### config.mk
export PLATFORM = sky130hd
export DESIGN_NAME = ms1004_spi_responder
export DESIGN_NICKNAME = d
export VERILOG_FILES = /design/src/rtl/ms1004_spi_responder.sv
export SDC_FILE = /design/constraint.sdc
export NUM_CORES = 1
export LEC_CHECK = 0
export ABC_CLOCK_PERIOD_IN_PS = 3600
export BUFFER_PORTS_ARGS = -buffer_cell sky130_fd_sc_hd__clkbuf_2
export CAP_MARGIN = 10
export CELL_PAD_IN_SITES_DETAIL_PLACEMENT = 0
export CELL_PAD_IN_SITES_GLOBAL_PLACEMENT = 2
export CORE_MARGIN = 2
export CORE_UTILIZATION = 36
export CTS_CLUSTER_SIZE = 24
export DETAILED_ROUTE_END_ITERATION = 16
export GPL_TIMING_DRIVEN = 0
export PLACE_DENSITY = 0.88
export RECOVER_POWER = 50
export SETUP_SLACK_MARGIN = 0.2
export SLEW_MARGIN = 5
export SYNTH_ARGS = -nofsm -noshare
export SYNTH_HDL_FRONTEND = slang
export SYNTH_SLANG_ARGS = --single-unit
### constraint.sdc
create_clock -name i_clk_50m -period 3.6 [get_ports i_clk_50m]
set_input_delay 1.08 -clock i_clk_50m [delete_from_list [all_inputs] [get_ports i_clk_50m]]
set_output_delay 1.08 -clock i_clk_50m [all_outputs]
set_load 0.01 [all_outputs]
### src/rtl/ms1004_spi_responder.sv
// ---------------------------------------------------------------------------
// ms1004_spi_responder
//
// Emulates the MS1004 TDC as seen from the measurement controller. It answers
// the SPI command set (POR, config write, init, result read, status read) and
// drives the active-low TDC interrupt. Hit times come from a stimulus port.
// The SPI pins are oversampled on the 50 MHz system clock.
//
// Ports:
//   i_clk_50m      system clock, all logic on its rising edge
//   i_rst_n        synchronous active-low reset
//   i_spi_clk      SPI clock (mode 1), asynchronous
//   i_spi_ssn      SPI slave select, active-low, asynchronous
//   i_spi_mosi     master-to-slave data, asynchronous
//   o_spi_miso     slave-to-master data
//   o_tdc_intn     active-low interrupt: result or timeout available
//   i_hit_valid    one-cycle stop-event strobe
//   i_hit_data     measured time for that hit
//   o_cfg_reg0..3  configuration register bank
//   o_por_pulse    one-cycle strobe on a decoded 0x50
//   o_init_pulse   one-cycle strobe on a decoded 0x70
//   o_cmd_err      one-cycle strobe on an undecodable opcode
// ---------------------------------------------------------------------------
module ms1004_spi_responder #(
   parameter int          P_TIMEOUT = 4000,
   parameter logic [31:0] P_CFG_RST = 32'h0000_0000
) (
   input  logic        i_clk_50m,
   input  logic        i_rst_n,
   input  logic        i_spi_clk,
   input  logic        i_spi_ssn,
   input  logic        i_spi_mosi,
   output logic        o_spi_miso,
   output logic        o_tdc_intn,
   input  logic        i_hit_valid,
   input  logic [15:0] i_hit_data,
   output logic [31:0] o_cfg_reg0,
   output logic [31:0] o_cfg_reg1,
   output logic [31:0] o_cfg_reg2,
   output logic [31:0] o_cfg_reg3,
   output logic        o_por_pulse,
   output logic        o_init_pulse,
   output logic        o_cmd_err
);

   typedef enum logic [2:0] {
      ST_IDLE,
      ST_OPCODE,
      ST_WRDATA,
      ST_RDDATA,
      ST_DISCARD
   } state_t;

   localparam int TMO_W = (P_TIMEOUT > 1) ? $clog2(P_TIMEOUT) : 1;
   localparam logic [TMO_W-1:0] TMO_LAST = TMO_W'(P_TIMEOUT - 1);

   state_t             state_q, state_nxt;
   logic               sck_s1, sck_s2, sck_d, sck_rise_q, sck_fall_q;
   logic               ssn_s1, ssn_s2, ssn_d, ssn_rise_q, ssn_fall_q;
   logic               mosi_s1, mosi_s2;
   logic [4:0]         bit_cnt_q;
   logic [31:0]        rx_shift_q;
   logic [31:0]        rx_word;
   logic [7:0]         rx_byte;
   logic [31:0]        rd_shift_q;
   logic [1:0]         wr_idx_q;
   logic [31:0]        cfg_q [4];
   logic               armed_q, timeout_q;
   logic [15:0]        result_q;
   logic [3:0]         hit_cnt_q;
   logic [TMO_W-1:0]   tmo_cnt_q;
   logic [23:0]        status;
   logic               dec_por, dec_init, dec_wr, dec_rd_res, dec_rd_stat, dec_err;
   logic               wr_commit;

   assign rx_word = {rx_shift_q[30:0], mosi_s2};
   assign rx_byte = rx_word[7:0];
   assign status  = {14'd0, timeout_q, hit_cnt_q, 5'd0};

   assign o_cfg_reg0 = cfg_q[0];
   assign o_cfg_reg1 = cfg_q[1];
   assign o_cfg_reg2 = cfg_q[2];
   assign o_cfg_reg3 = cfg_q[3];

   // Two-stage synchronizers on all SPI pins followed by a registered edge
   // detector. SSN resets to "selected" so that a master still holding SSN
   // low across reset does not produce a fake falling edge; a mid-frame reset
   // therefore waits for a genuinely new frame.
   always_ff @(posedge i_clk_50m) begin
      if (!i_rst_n) begin
         sck_s1     <= 1'b0;
         sck_s2     <= 1'b0;
         sck_d      <= 1'b0;
         sck_rise_q <= 1'b0;
         sck_fall_q <= 1'b0;
         ssn_s1     <= 1'b0;
         ssn_s2     <= 1'b0;
         ssn_d      <= 1'b0;
         ssn_rise_q <= 1'b0;
         ssn_fall_q <= 1'b0;
         mosi_s1    <= 1'b0;
         mosi_s2    <= 1'b0;
      end else begin
         sck_s1     <= i_spi_clk;
         sck_s2     <= sck_s1;
         sck_d      <= sck_s2;
         sck_rise_q <= sck_s2 & ~sck_d;
         sck_fall_q <= ~sck_s2 & sck_d;
         ssn_s1     <= i_spi_ssn;
         ssn_s2     <= ssn_s1;
         ssn_d      <= ssn_s2;
         ssn_rise_q <= ssn_s2 & ~ssn_d;
         ssn_fall_q <= ~ssn_s2 & ssn_d;
         mosi_s1    <= i_spi_mosi;
         mosi_s2    <= mosi_s1;
      end
   end

   // Frame state register.
   always_ff @(posedge i_clk_50m) begin
      if (!i_rst_n) begin
         state_q <= ST_IDLE;
      end else begin
         state_q <= state_nxt;
      end
   end

   // Next-state logic and opcode decode. Decode happens in the cycle that the
   // 8th falling edge is seen, using the byte including the bit arriving now.
   // An SSN rise always ends the frame, which is what drops partial writes.
   always_comb begin
      state_nxt   = state_q;
      dec_por     = 1'b0;
      dec_init    = 1'b0;
      dec_wr      = 1'b0;
      dec_rd_res  = 1'b0;
      dec_rd_stat = 1'b0;
      dec_err     = 1'b0;
      wr_commit   = 1'b0;
      if (ssn_rise_q) begin
         state_nxt = ST_IDLE;
      end else begin
         case (state_q)
            ST_IDLE: begin
               if (ssn_fall_q) state_nxt = ST_OPCODE;
            end
            ST_OPCODE: begin
               if (sck_fall_q && bit_cnt_q == 5'd7) begin
                  if (rx_byte == 8'h50) begin
                     dec_por   = 1'b1;
                     state_nxt = ST_DISCARD;
                  end else if (rx_byte == 8'h70) begin
                     dec_init  = 1'b1;
                     state_nxt = ST_DISCARD;
                  end else if (rx_byte[7:2] == 6'b1000_00) begin
                     dec_wr    = 1'b1;
                     state_nxt = ST_WRDATA;
                  end else if (rx_byte == 8'hB0) begin
                     dec_rd_res = 1'b1;
                     state_nxt  = ST_RDDATA;
                  end else if (rx_byte == 8'hBD) begin
                     dec_rd_stat = 1'b1;
                     state_nxt   = ST_RDDATA;
                  end else begin
                     dec_err   = 1'b1;
                     state_nxt = ST_DISCARD;
                  end
               end
            end
            ST_WRDATA: begin
               if (sck_fall_q && bit_cnt_q == 5'd31) begin
                  wr_commit = 1'b1;
                  state_nxt = ST_DISCARD;
               end
            end
            default: ;
         endcase
      end
   end

   // Receive shifter and bit counter. The counter wraps to zero after the
   // opcode so the write phase counts 0..31; the shifter needs no clearing
   // because 32 fresh bits push out everything older.
   always_ff @(posedge i_clk_50m) begin
      if (!i_rst_n) begin
         bit_cnt_q  <= 5'd0;
         rx_shift_q <= 32'd0;
      end else if (state_q == ST_IDLE && ssn_fall_q) begin
         bit_cnt_q  <= 5'd0;
         rx_shift_q <= 32'd0;
      end else if (sck_fall_q && (state_q == ST_OPCODE || state_q == ST_WRDATA)) begin
         rx_shift_q <= rx_word;
         if (state_q == ST_OPCODE && bit_cnt_q == 5'd7) begin
            bit_cnt_q <= 5'd0;
         end else begin
            bit_cnt_q <= bit_cnt_q + 5'd1;
         end
      end
   end

   // Configuration bank: POR reloads every register, a completed write frame
   // updates the register whose index was latched from the opcode.
   always_ff @(posedge i_clk_50m) begin
      if (!i_rst_n || dec_por) begin
         for (int i = 0; i < 4; i++) cfg_q[i] <= P_CFG_RST;
         wr_idx_q <= 2'd0;
      end else begin
         if (dec_wr) wr_idx_q <= rx_byte[1:0];
         if (wr_commit) cfg_q[wr_idx_q] <= rx_word;
      end
   end

   // Read path. Each rising SCK edge in RDDATA presents the current MSB and
   // shifts left; zeros shift in, so MISO falls to 0 once all 32 bits are out.
   always_ff @(posedge i_clk_50m) begin
      if (!i_rst_n) begin
         rd_shift_q <= 32'd0;
         o_spi_miso <= 1'b0;
      end else begin
         if (dec_rd_res) begin
            rd_shift_q <= {7'd0, result_q, 9'd0};
         end else if (dec_rd_stat) begin
            rd_shift_q <= {status, 8'h00};
         end else if (state_q == ST_RDDATA && sck_rise_q) begin
            rd_shift_q <= {rd_shift_q[30:0], 1'b0};
         end
         if (state_q != ST_RDDATA) begin
            o_spi_miso <= 1'b0;
         end else if (sck_rise_q) begin
            o_spi_miso <= rd_shift_q[31];
         end
      end
   end

   // Measurement emulation. Priority order encodes the tie rules: POR/init
   // decodes beat a hit in the same cycle, and a hit beats timeout expiry.
   always_ff @(posedge i_clk_50m) begin
      if (!i_rst_n) begin
         o_por_pulse  <= 1'b0;
         o_init_pulse <= 1'b0;
         o_cmd_err    <= 1'b0;
         armed_q      <= 1'b0;
         timeout_q    <= 1'b0;
         result_q     <= 16'd0;
         hit_cnt_q    <= 4'd0;
         tmo_cnt_q    <= '0;
         o_tdc_intn   <= 1'b1;
      end else begin
         o_por_pulse  <= dec_por;
         o_init_pulse <= dec_init;
         o_cmd_err    <= dec_err;
         if (dec_por) begin
            armed_q    <= 1'b0;
            timeout_q  <= 1'b0;
            result_q   <= 16'd0;
            hit_cnt_q  <= 4'd0;
            tmo_cnt_q  <= '0;
            o_tdc_intn <= 1'b1;
         end else if (dec_init) begin
            armed_q    <= 1'b1;
            timeout_q  <= 1'b0;
            result_q   <= 16'd0;
            hit_cnt_q  <= 4'd0;
            tmo_cnt_q  <= '0;
            o_tdc_intn <= 1'b1;
         end else if (armed_q && i_hit_valid) begin
            armed_q    <= 1'b0;
            result_q   <= i_hit_data;
            o_tdc_intn <= 1'b0;
            if (hit_cnt_q != 4'hF) hit_cnt_q <= hit_cnt_q + 4'd1;
         end else if (armed_q) begin
            if (tmo_cnt_q == TMO_LAST) begin
               armed_q    <= 1'b0;
               timeout_q  <= 1'b1;
               o_tdc_intn <= 1'b0;
            end else begin
               tmo_cnt_q <= tmo_cnt_q + 1'b1;
            end
         end
      end
   end

endmodule

Yosys cells after proc, flatten, opt, wreduce, memory -nomap -nowiden
Memory sizes are Yosys's and may differ from the RTL's.
Index checks and enable logic that the tools add are counted.
Cells by class
  add/subtract/negate cells: 3
  $mul: 0
  div/mod/pow operators: 0
  $lt $le $gt $ge: 0
  equal/unequal tests: 16
  shifts and indexed selects: 0
  mux-type cells: 62
  bitwise operators: 13
  reduce and logical (&&, ||, !) cells: 28
Operators by type and width (number)
  25-bit two-way mux: 3
  1-bit two-way mux: 47
  32-bit two-way mux: 1
  32-bit OR reduction: 1
  3-bit two-way mux: 8
  8-bit by 7-bit == test with 1-bit output (second input constant): 2
  8-bit == test (second input constant): 2
  12-bit by 1-bit adder with 12-bit output (second input constant): 1
  12-bit == test (second input constant): 1
  1-bit NOT: 9
  3-bit case mux with 3 select lines: 1
  2-bit OR reduction: 4
  8-bit OR reduction: 1
  1-bit logical AND: 7
  3-bit by 2-bit == test with 1-bit output (second input constant): 2
  6-bit == test (second input constant): 1
  2-bit != test (second input constant): 3
  3-bit AND reduction: 2
  3-bit nonzero test: 2
  3-bit OR reduction: 2
  5-bit by 1-bit adder with 5-bit output (second input constant): 1
  5-bit by 3-bit == test with 1-bit output (second input constant): 1
  5-bit == test (second input constant): 1
  5-bit two-way mux: 1
  12 further kinds: 18
Storage, ports and cells
  register bits after elaboration: 115
  latch bits: 0
  memory bits (writable): 128
  bits in read-only memories: 0
  output and inout port bits: 133
  memories: 1
Memories
  cfg_q: depth 4, bits a word 32, read ports 4, clocked after memory_dff 0, write ports 4, line 67  | logic [31:0] cfg_q [4];

Longest topological paths before layout
Gate-level depths: netlist of the first run.
  word-level depth: 11
  mapped depth: 8
  gate-level depth less buffers: 7

Least setup slack after synthesis of the first run
Ideal clock, no wire load.
  path type: input to register
  from: in i_rst_n
  to: mem cfg_q[0][0] (enable)
  library setup time: 479 ps
  arrival: 2350 ps
  slack: 771 ps
  stages on the path: 4
  path buffers: 2
  cell sequence: clkbuf_1 -> clkbuf_1 -> o21a_1 -> nand2_1
RTL lines
  from (decl): line 29  | input logic i_rst_n,
  to (decl): line 67

==> results of run 1 <==
[synth_stat cells (all sizes together), types with 2 or more instances]
| library cell | number | area [sq um] |
|---|---|---|
| o2bb2ai | 7 | 61.3 |
| mux2i | 11 | 110 |
| nand2 | 165 | 619 |
| nor4 | 2 | 12.5 |
| and3 | 6 | 37.5 |
| inv | 6 | 22.5 |
| nand2b | 4 | 25.0 |
| dfxtp | 115 | 2300 |
| nor2b | 7 | 43.8 |
| a21oi | 58 | 290 |
| edfxtp | 128 | 3840 |
| and4bb | 2 | 25.0 |
| a311oi | 2 | 23.8 |
| ha | 4 | 50.1 |
| and4 | 3 | 26.3 |
| o211a | 7 | 70.1 |
| and3b | 2 | 17.5 |
| nor3 | 14 | 80.1 |
| o21a | 3 | 22.5 |
| nand3 | 18 | 90.1 |
| xnor2 | 4 | 35.0 |
| xor2 | 11 | 96.3 |
| nor3b | 3 | 22.5 |
| a22oi | 2 | 15.0 |
| o22ai | 3 | 18.8 |
| and2 | 11 | 71.3 |
| a31oi | 2 | 12.5 |
| clkbuf | 32 | 120 |
| buf | 13 | 70.1 |
| o21ai | 3 | 15.0 |
| nand3b | 3 | 35.0 |
| and4b | 2 | 20.0 |
| nor2 | 172 | 648 |
| o221ai | 5 | 43.8 |
| nand4 | 6 | 43.8 |
| or3 | 3 | 18.8 |
[worst max-delay path, stage by stage, from the launching register on]
cell,delay [ns]
dfxtp_1,0.34
ha_1,0.23
and3_1,0.19
ha_1,0.20
nand4_1,0.34
inv_1,0.11
nand3b_1,0.25
clkbuf_1,0.58
nand2_4,0.44
[layer usage]
layer	wire (microns)	part of all wire, %
met1	9930	47
met2	9620	45
met4	385	1.8
met3	1280	6.0
met5	0	0
[logic make-up (layout without fill, tap and decap cells)]
kind of cell    count (synthesis)  in the layout  synth area share, %
flops                         243            243                 67.2
buf+inv                        51            253                 2.33
fa+ha+maj                       4              4                0.547
mux                            11             11                 1.20
xor+xnor                       15             15                 1.44
compound gates                 97             97                 6.87
simple gates                  427            427                 20.4
[state kept, by name, indices dropped and copies added (netlist names), 2 cells and up]
signal and count:
state_q 3, bit_cnt_q 5, rx_shift_q 31, result_q 16, cfg_q 128, tmo_cnt_q 12
hit_cnt_q 4, rd_shift_q 23, wr_idx_q 2
[stage by stage]
stage,setup WS (ns),instance area (sq um),cells
finish,0.532,11100,1380
global route,0.270,11100,1380
CTS,0.210,11300,1380
detailed placement,0.226,10400,1333
global placement,-0.384,10300,1331
floorplan,0.771,9150,848
[power groups by stage]
| stage | registers [mW] | logic [mW] | clock network (mW) |
|---|---|---|---|
| global route | 3.02 | 0.214 | 2.89 |
| detailed placement | 3.08 | 0.217 | 0 |
| floorplan | 3.11 | 0.0546 | 0 |
| global placement | 3.08 | 0.210 | 0 |
| CTS | 3.02 | 0.217 | 2.78 |
| finish | 3.02 | 0.194 | 2.72 |
[cell type report]
cell class                 count  area (sq um)  area share, %
buffer                        45           186           1.68
clock buffer                  34           702           6.34
clock inverter                13           176           1.59
inverter                       6          22.5          0.203
multi-input combinational    554          2790           25.2
sequential                   243          6150           55.5
tap                          330           413           3.73
timing repair buffer         155           639           5.77
[cell usage in the layout (no fill, tap or decap), drive strengths merged, types with 4 or more instances in the layout]
cell / netlist / layout
a21oi: 58 / 58
and2: 11 / 11
and3: 6 / 6
buf: 13 / 11
bufinv: 0 / 4
clkbuf: 32 / 223
clkinv: 0 / 6
dfxtp: 115 / 115
edfxtp: 128 / 128
ha: 4 / 4
inv: 6 / 6
mux2i: 11 / 11
nand2: 165 / 165
nand2b: 4 / 4
nand3: 18 / 18
nand4: 6 / 6
nor2: 172 / 172
nor2b: 7 / 7
nor3: 14 / 14
o211a: 7 / 7
o221ai: 5 / 5
o2bb2ai: 7 / 7
xnor2: 4 / 4
xor2: 11 / 11
[worst paths after layout]
check / cells after the start / to / slack (ns) / startpoint
worst max register to register: 8 / cfg_q[1][5]$_SDFFCE_PN0P_ / 0.53 / bit_cnt_q[0]$_SDFFE_PP0P_
worst min register to register: 1 / sck_fall_q$_SDFF_PN0_ / 0.41 / sck_s2$_SDFF_PN0_
worst min-delay path: 1 / sck_fall_q$_SDFF_PN0_ / 0.41 / sck_s2$_SDFF_PN0_
worst max-delay path: 8 / cfg_q[1][5]$_SDFFCE_PN0P_ / 0.53 / bit_cnt_q[0]$_SDFFE_PP0P_
==> key figures, run 1 <==
STA
  – Fin. max-slew vios: 0
  – Final setup viols: 0
  – Fmax: 326 MHz
  – Tcrit/Tclk final: 85.2%
  – Fin. Hold Viols: 0
  – Least-Margin Pin Slew: 1.04 ns
  – Min Clock Period, post-route: 3.07 ns
  – Setup TNS: 0 ns
  – WHS: 0.408 ns
  – Max-slew headroom: 30.2%
  – Clock skew: 0.0111 ns
  – RSZ-0062 raised after global routing: no

Floorplanning
  – Die X: 163 microns
  – # IOs: 155
  – Die Y: 163 microns
  – Initial Utilization: 36.5%
  – FP Rows: 58
  – Core ar.: 25,000 sq um
  – Die area: 26,700 sq um

Global route
  – Met3 Use GR: 2.49%
  – Initial antenna violation count: 0
  – Vias in the first global route: 6,102
  – Gr busiest metal: met2
  – Grt ovf: 0
  – First-pass GRT wire length: 33.0 mm
  – Largest net degree at the start of global routing: 33
  – Met1 usage: 21.8%
  – Met2 Usage GRT: 25.5%
  – GRT Overall Usage: 15.7%

Power
  – VDD IR max: 0.000275 V
  – P_leak: 3.69 nW
  – Sw power: 1.23 mW
  – Final Power: 5.93 mW
  – Switching share of total power: 20.8%
  – PwrDens: 536 nW/um^2
  – Comb pwr share: 3.3%
  – P_int: 4.70 mW
  – Clock power frac: 45.9%
  – Sequential share of power: 50.8%

Logic synthesis
  – Syn Area/Cell: 10.8 sq um
  – Sequential share of the synthesized area: 67.2%
  – Mapped Area: 9150 sq um
  – Distinct cell type count after synthesis: 53
  – Synthesized flop and latch total: 243
  – Synth Warn #: 0
  – Post-synth EDFFs: 128
  – Syn Inst Count: 848
  – Top_reg_cell synth: edfxtp_1
  – Syn nets: 874
  – Ys async rst share: 0%

Clock network
  – Clock transition at path regs: 0.06 ns
  – Total CTS buffers: 26
  – Setup bufs post-CTS: 0
  – CTS tree: yes
  – Clk sinks: 243
  – CTS root buf: clkbuf_16
  – Clk Latency, worst-skew pair: 0.52 ns
  – CTS Hold Bufs: 0
  – Clock tree buffer depth: 3
  – # resized after CTS: 0
  – H-tree levels: 1

Finish
  – Final core occ: 44.2%
  – Ant. Diodes: 0
  – Final nets: 1,057
  – Synth-to-Final Area Change: 21.1%
  – Layout cells sized above 1: 7.71%
  – Final-layout fill cell count: 2,481

Place
  – GP Congestion: 0.780
  – Port Buf Inserts: 153
  – HPWL after detailed placement: 14.6 mm

Worst setup path
  – Startpoint Class: flop
  – Critical path type: reg -> reg
  – Critical Path Fanout Max: 32
  – Crit path capture type: flop
  – CP required: 3.75 ns
  – Worst Path Arrival: 3.22 ns

Min path
  – HP Class: reg -> reg

Flow run
  – Max-cap violations: 0

Drt
  – Vias: 6,518
  – Final Routed Wirelength: 21.2 mm
  – Initial DRC Count: 428
  – DRC: 0
  – TritonRoute pass-1 iters: 5
  – WL per Instance: 15.4 microns
  – Via-per-instance ratio: 4.72
  – Routed Antenna Nets: 0

Outcome
  – Status: finished clean
Power figures use the tool's default switching activity.
==> inputs of run 2 (changes only) <==
--- a/config.mk
+++ b/config.mk
@@ -12,6 +12,7 @@
 export CELL_PAD_IN_SITES_GLOBAL_PLACEMENT = 2
 export CORE_MARGIN = 2
 export CORE_UTILIZATION = 36
+export CTS_BUF_LIST = sky130_fd_sc_hd__clkbuf_8 sky130_fd_sc_hd__clkbuf_16
 export CTS_CLUSTER_SIZE = 24
 export DETAILED_ROUTE_END_ITERATION = 16
 export GPL_TIMING_DRIVEN = 0
==> run 2 against run 1 <==
Effect of this change: non-clock buffer count is the same; clock-buffer cell count down 7; final area unchanged; combinational power barely moved; flip-flop and latch count unchanged; via count rose by 0.23%; register-to-register slack is essentially flat; first-iteration DRC count increased by 2.3%; sequential share of layout area is the same; power shrank 0.38%; die area unchanged; setup slack worse by 0.0085 ns; largest cell class unchanged; largest power group unchanged.
==> key figures, run 2 (synthesized netlist as in run 1, its figures left out) <==
Place
  – HPWL after detailed placement: 14.6 mm
  – GP Congestion: 0.780
  – Port Buf Inserts: 153

Power
  – P_leak: 3.72 nW
  – Final Power: 5.91 mW
  – PwrDens: 534 nW/um^2
  – Comb pwr share: 3.3%
  – VDD IR max: 0.000273 V
  – Switching share of total power: 20.8%
  – Sequential share of power: 51.0%
  – Clock power frac: 45.7%
  – Sw power: 1.23 mW
  – P_int: 4.68 mW

Finish
  – Ant. Diodes: 0
  – Final nets: 1,057
  – Final-layout fill cell count: 2,481
  – Commonest non-fill, non-tap cell in the layout: nor2_1
  – Max FFs per register: 128
  – Area of the multi-input gates: 2790 sq um
  – Synth-to-Final Area Change: 21.1%
  – Final core occ: 44.2%
  – Top reg by flops: cfg_q
  – Most frequent cells in the layout: nor2_1 (171), clkbuf_1 (169), nand2_1 (161), edfxtp_1 (128), dfxtp_1 (115)
  – Largest registers: cfg_q x128, rx_shift_q x31, rd_shift_q x23
  – Sequential cell area: 6150 sq um
  – Layout cells sized above 1: 7.71%

Clock network
  – Setup bufs post-CTS: 0
  – Clk Latency, worst-skew pair: 0.52 ns
  – H-tree levels: 1
  – CTS tree: yes
  – # resized after CTS: 0
  – CTS Hold Bufs: 0
  – Total CTS buffers: 26
  – CTS root buf: clkbuf_16
  – Clk sinks: 243
  – Clock transition at path regs: 0.06 ns
  – Clock tree buffer depth: 3

STA
  – Setup TNS: 0 ns
  – WHS: 0.409 ns
  – Fin. Hold Viols: 0
  – Tcrit/Tclk final: 85.5%
  – Fin. max-slew vios: 0
  – RSZ-0062 raised after global routing: no
  – Max-slew headroom: 30.2%
  – Least-Margin Pin Slew: 1.04 ns
  – Clock skew: 0.0123 ns
  – Fmax: 325 MHz
  – Final setup viols: 0
  – Min Clock Period, post-route: 3.08 ns

Global route
  – GRT Overall Usage: 15.7%
  – Grt ovf: 0
  – Largest net degree at the start of global routing: 33
  – First-pass GRT wire length: 33.0 mm
  – Vias in the first global route: 6,110
  – Initial antenna violation count: 0

Floorplanning
  – Die area: 26,700 sq um
  – Die Y: 163 microns
  – Die X: 163 microns
  – Initial Utilization: 36.5%
  – Core ar.: 25,000 sq um
  – # IOs: 155
  – FP Rows: 58

Outcome
  – Status: finished clean

Drt
  – Vias: 6,533
  – Via-per-instance ratio: 4.73
  – Routed Antenna Nets: 0
  – Initial DRC Count: 438
  – Final Routed Wirelength: 21.3 mm
  – WL per Instance: 15.4 microns
  – TritonRoute pass-1 iters: 6
  – DRC: 0

Worst setup path
  – Slowest cell delay on critical path: 0.58 ns
  – CP cell instances: ha_1, and3_1, ha_1, nand4_1, inv_1, nand3b_1, clkbuf_1, nand2_4
  – R2R setup slack: 0.52 ns
  – Reg2Reg Depth: 8
  – CP max-delay cell: clkbuf_1
  – Critical path depth in cells: 8
  – Most used cell, CP: ha_1
  – Worst setup path endpoint: cfg_q[1][5]$_SDFFCE_PN0P_
  – RR Endpoint: cfg_q[1][5]$_SDFFCE_PN0P_
  – CP top delay family: simple AND/OR/NAND/NOR gates
  – Crit path capture type: flop
  – Worst Path Arrival: 3.22 ns
  – WP buf/inv: 2
  – CP required: 3.75 ns
  – Critical Path Fanout Max: 32
  – Startpoint Class: flop
  – Worst setup startpoint: bit_cnt_q[0]$_SDFFE_PP0P_
  – Critical path type: reg -> reg
  – R2R Path Start: bit_cnt_q[0]$_SDFFE_PP0P_

Flow run
  – Max-cap violations: 0

Min path
  – Min-Delay Path Depth: 1
  – HP Class: reg -> reg
## run 2: cell type report
type	instances	area share, %
flip-flops and latches	243	55.5
plain buffers	45	1.68
clock inverters	20	1.83
repair buffers	155	5.77
well taps	330	3.73
clock buffers	27	6.10
inverters	6	0.203
multi-input cells	554	25.2
## run 2: power by group through the flow
stage	clock network (mW)	registers [mW]	logic (mW)
floorplan	0	3.11	0.0546
global placement	0	3.08	0.210
detailed placement	0	3.08	0.217
CTS	2.76	3.02	0.217
global route	2.87	3.02	0.214
finish	2.70	3.02	0.195
## run 2: worst register-to-register path: cells and delay by family (launching register included)
| kind | cells | cell delay, ns |
|---|---|---|
| DFF | 1 | 0.34 |
| adders and majority gates | 2 | 0.43 |
| and+or+nand+nor | 4 | 1.23 |
| buffers and inverters | 2 | 0.69 |
## run 2: per-stage QoR
step	std cells	setup slack (ns)	instance area (sq um)
2_1_floorplan	848	0.771	9150
3_3_place_gp	1331	-0.384	10300
3_5_place_dp	1333	0.226	10400
4_1_cts	1380	0.210	11300
5_1_grt	1380	0.270	11100
6_report	1380	0.523	11100
## run 2: routing by layer
metal	track usage [%]	wire length [microns]	part of all wire (%)	vias up
met5	0	0	0	-
met4	4.18	385	1.8	0
met3	2.49	1290	6.1	33
met2	25.5	9640	45	191
met1	21.8	9950	47	3032
li1	-	-	-	3277
## run 2: how the worst min path moves through the flow
stage / from / endpoint / slack [ns]
global route: sck_s2$_SDFF_PN0_ / sck_fall_q$_SDFF_PN0_ / 0.44
global placement: ssn_d$_SDFF_PN0_ / ssn_rise_q$_SDFF_PN0_ / 0.39
detailed placement: sck_s2$_SDFF_PN0_ / sck_fall_q$_SDFF_PN0_ / 0.40
floorplan: sck_s2$_SDFF_PN0_ / sck_fall_q$_SDFF_PN0_ / 0.38
finish: sck_s2$_SDFF_PN0_ / sck_fall_q$_SDFF_PN0_ / 0.41
CTS: sck_s2$_SDFF_PN0_ / sck_fall_q$_SDFF_PN0_ / 0.41
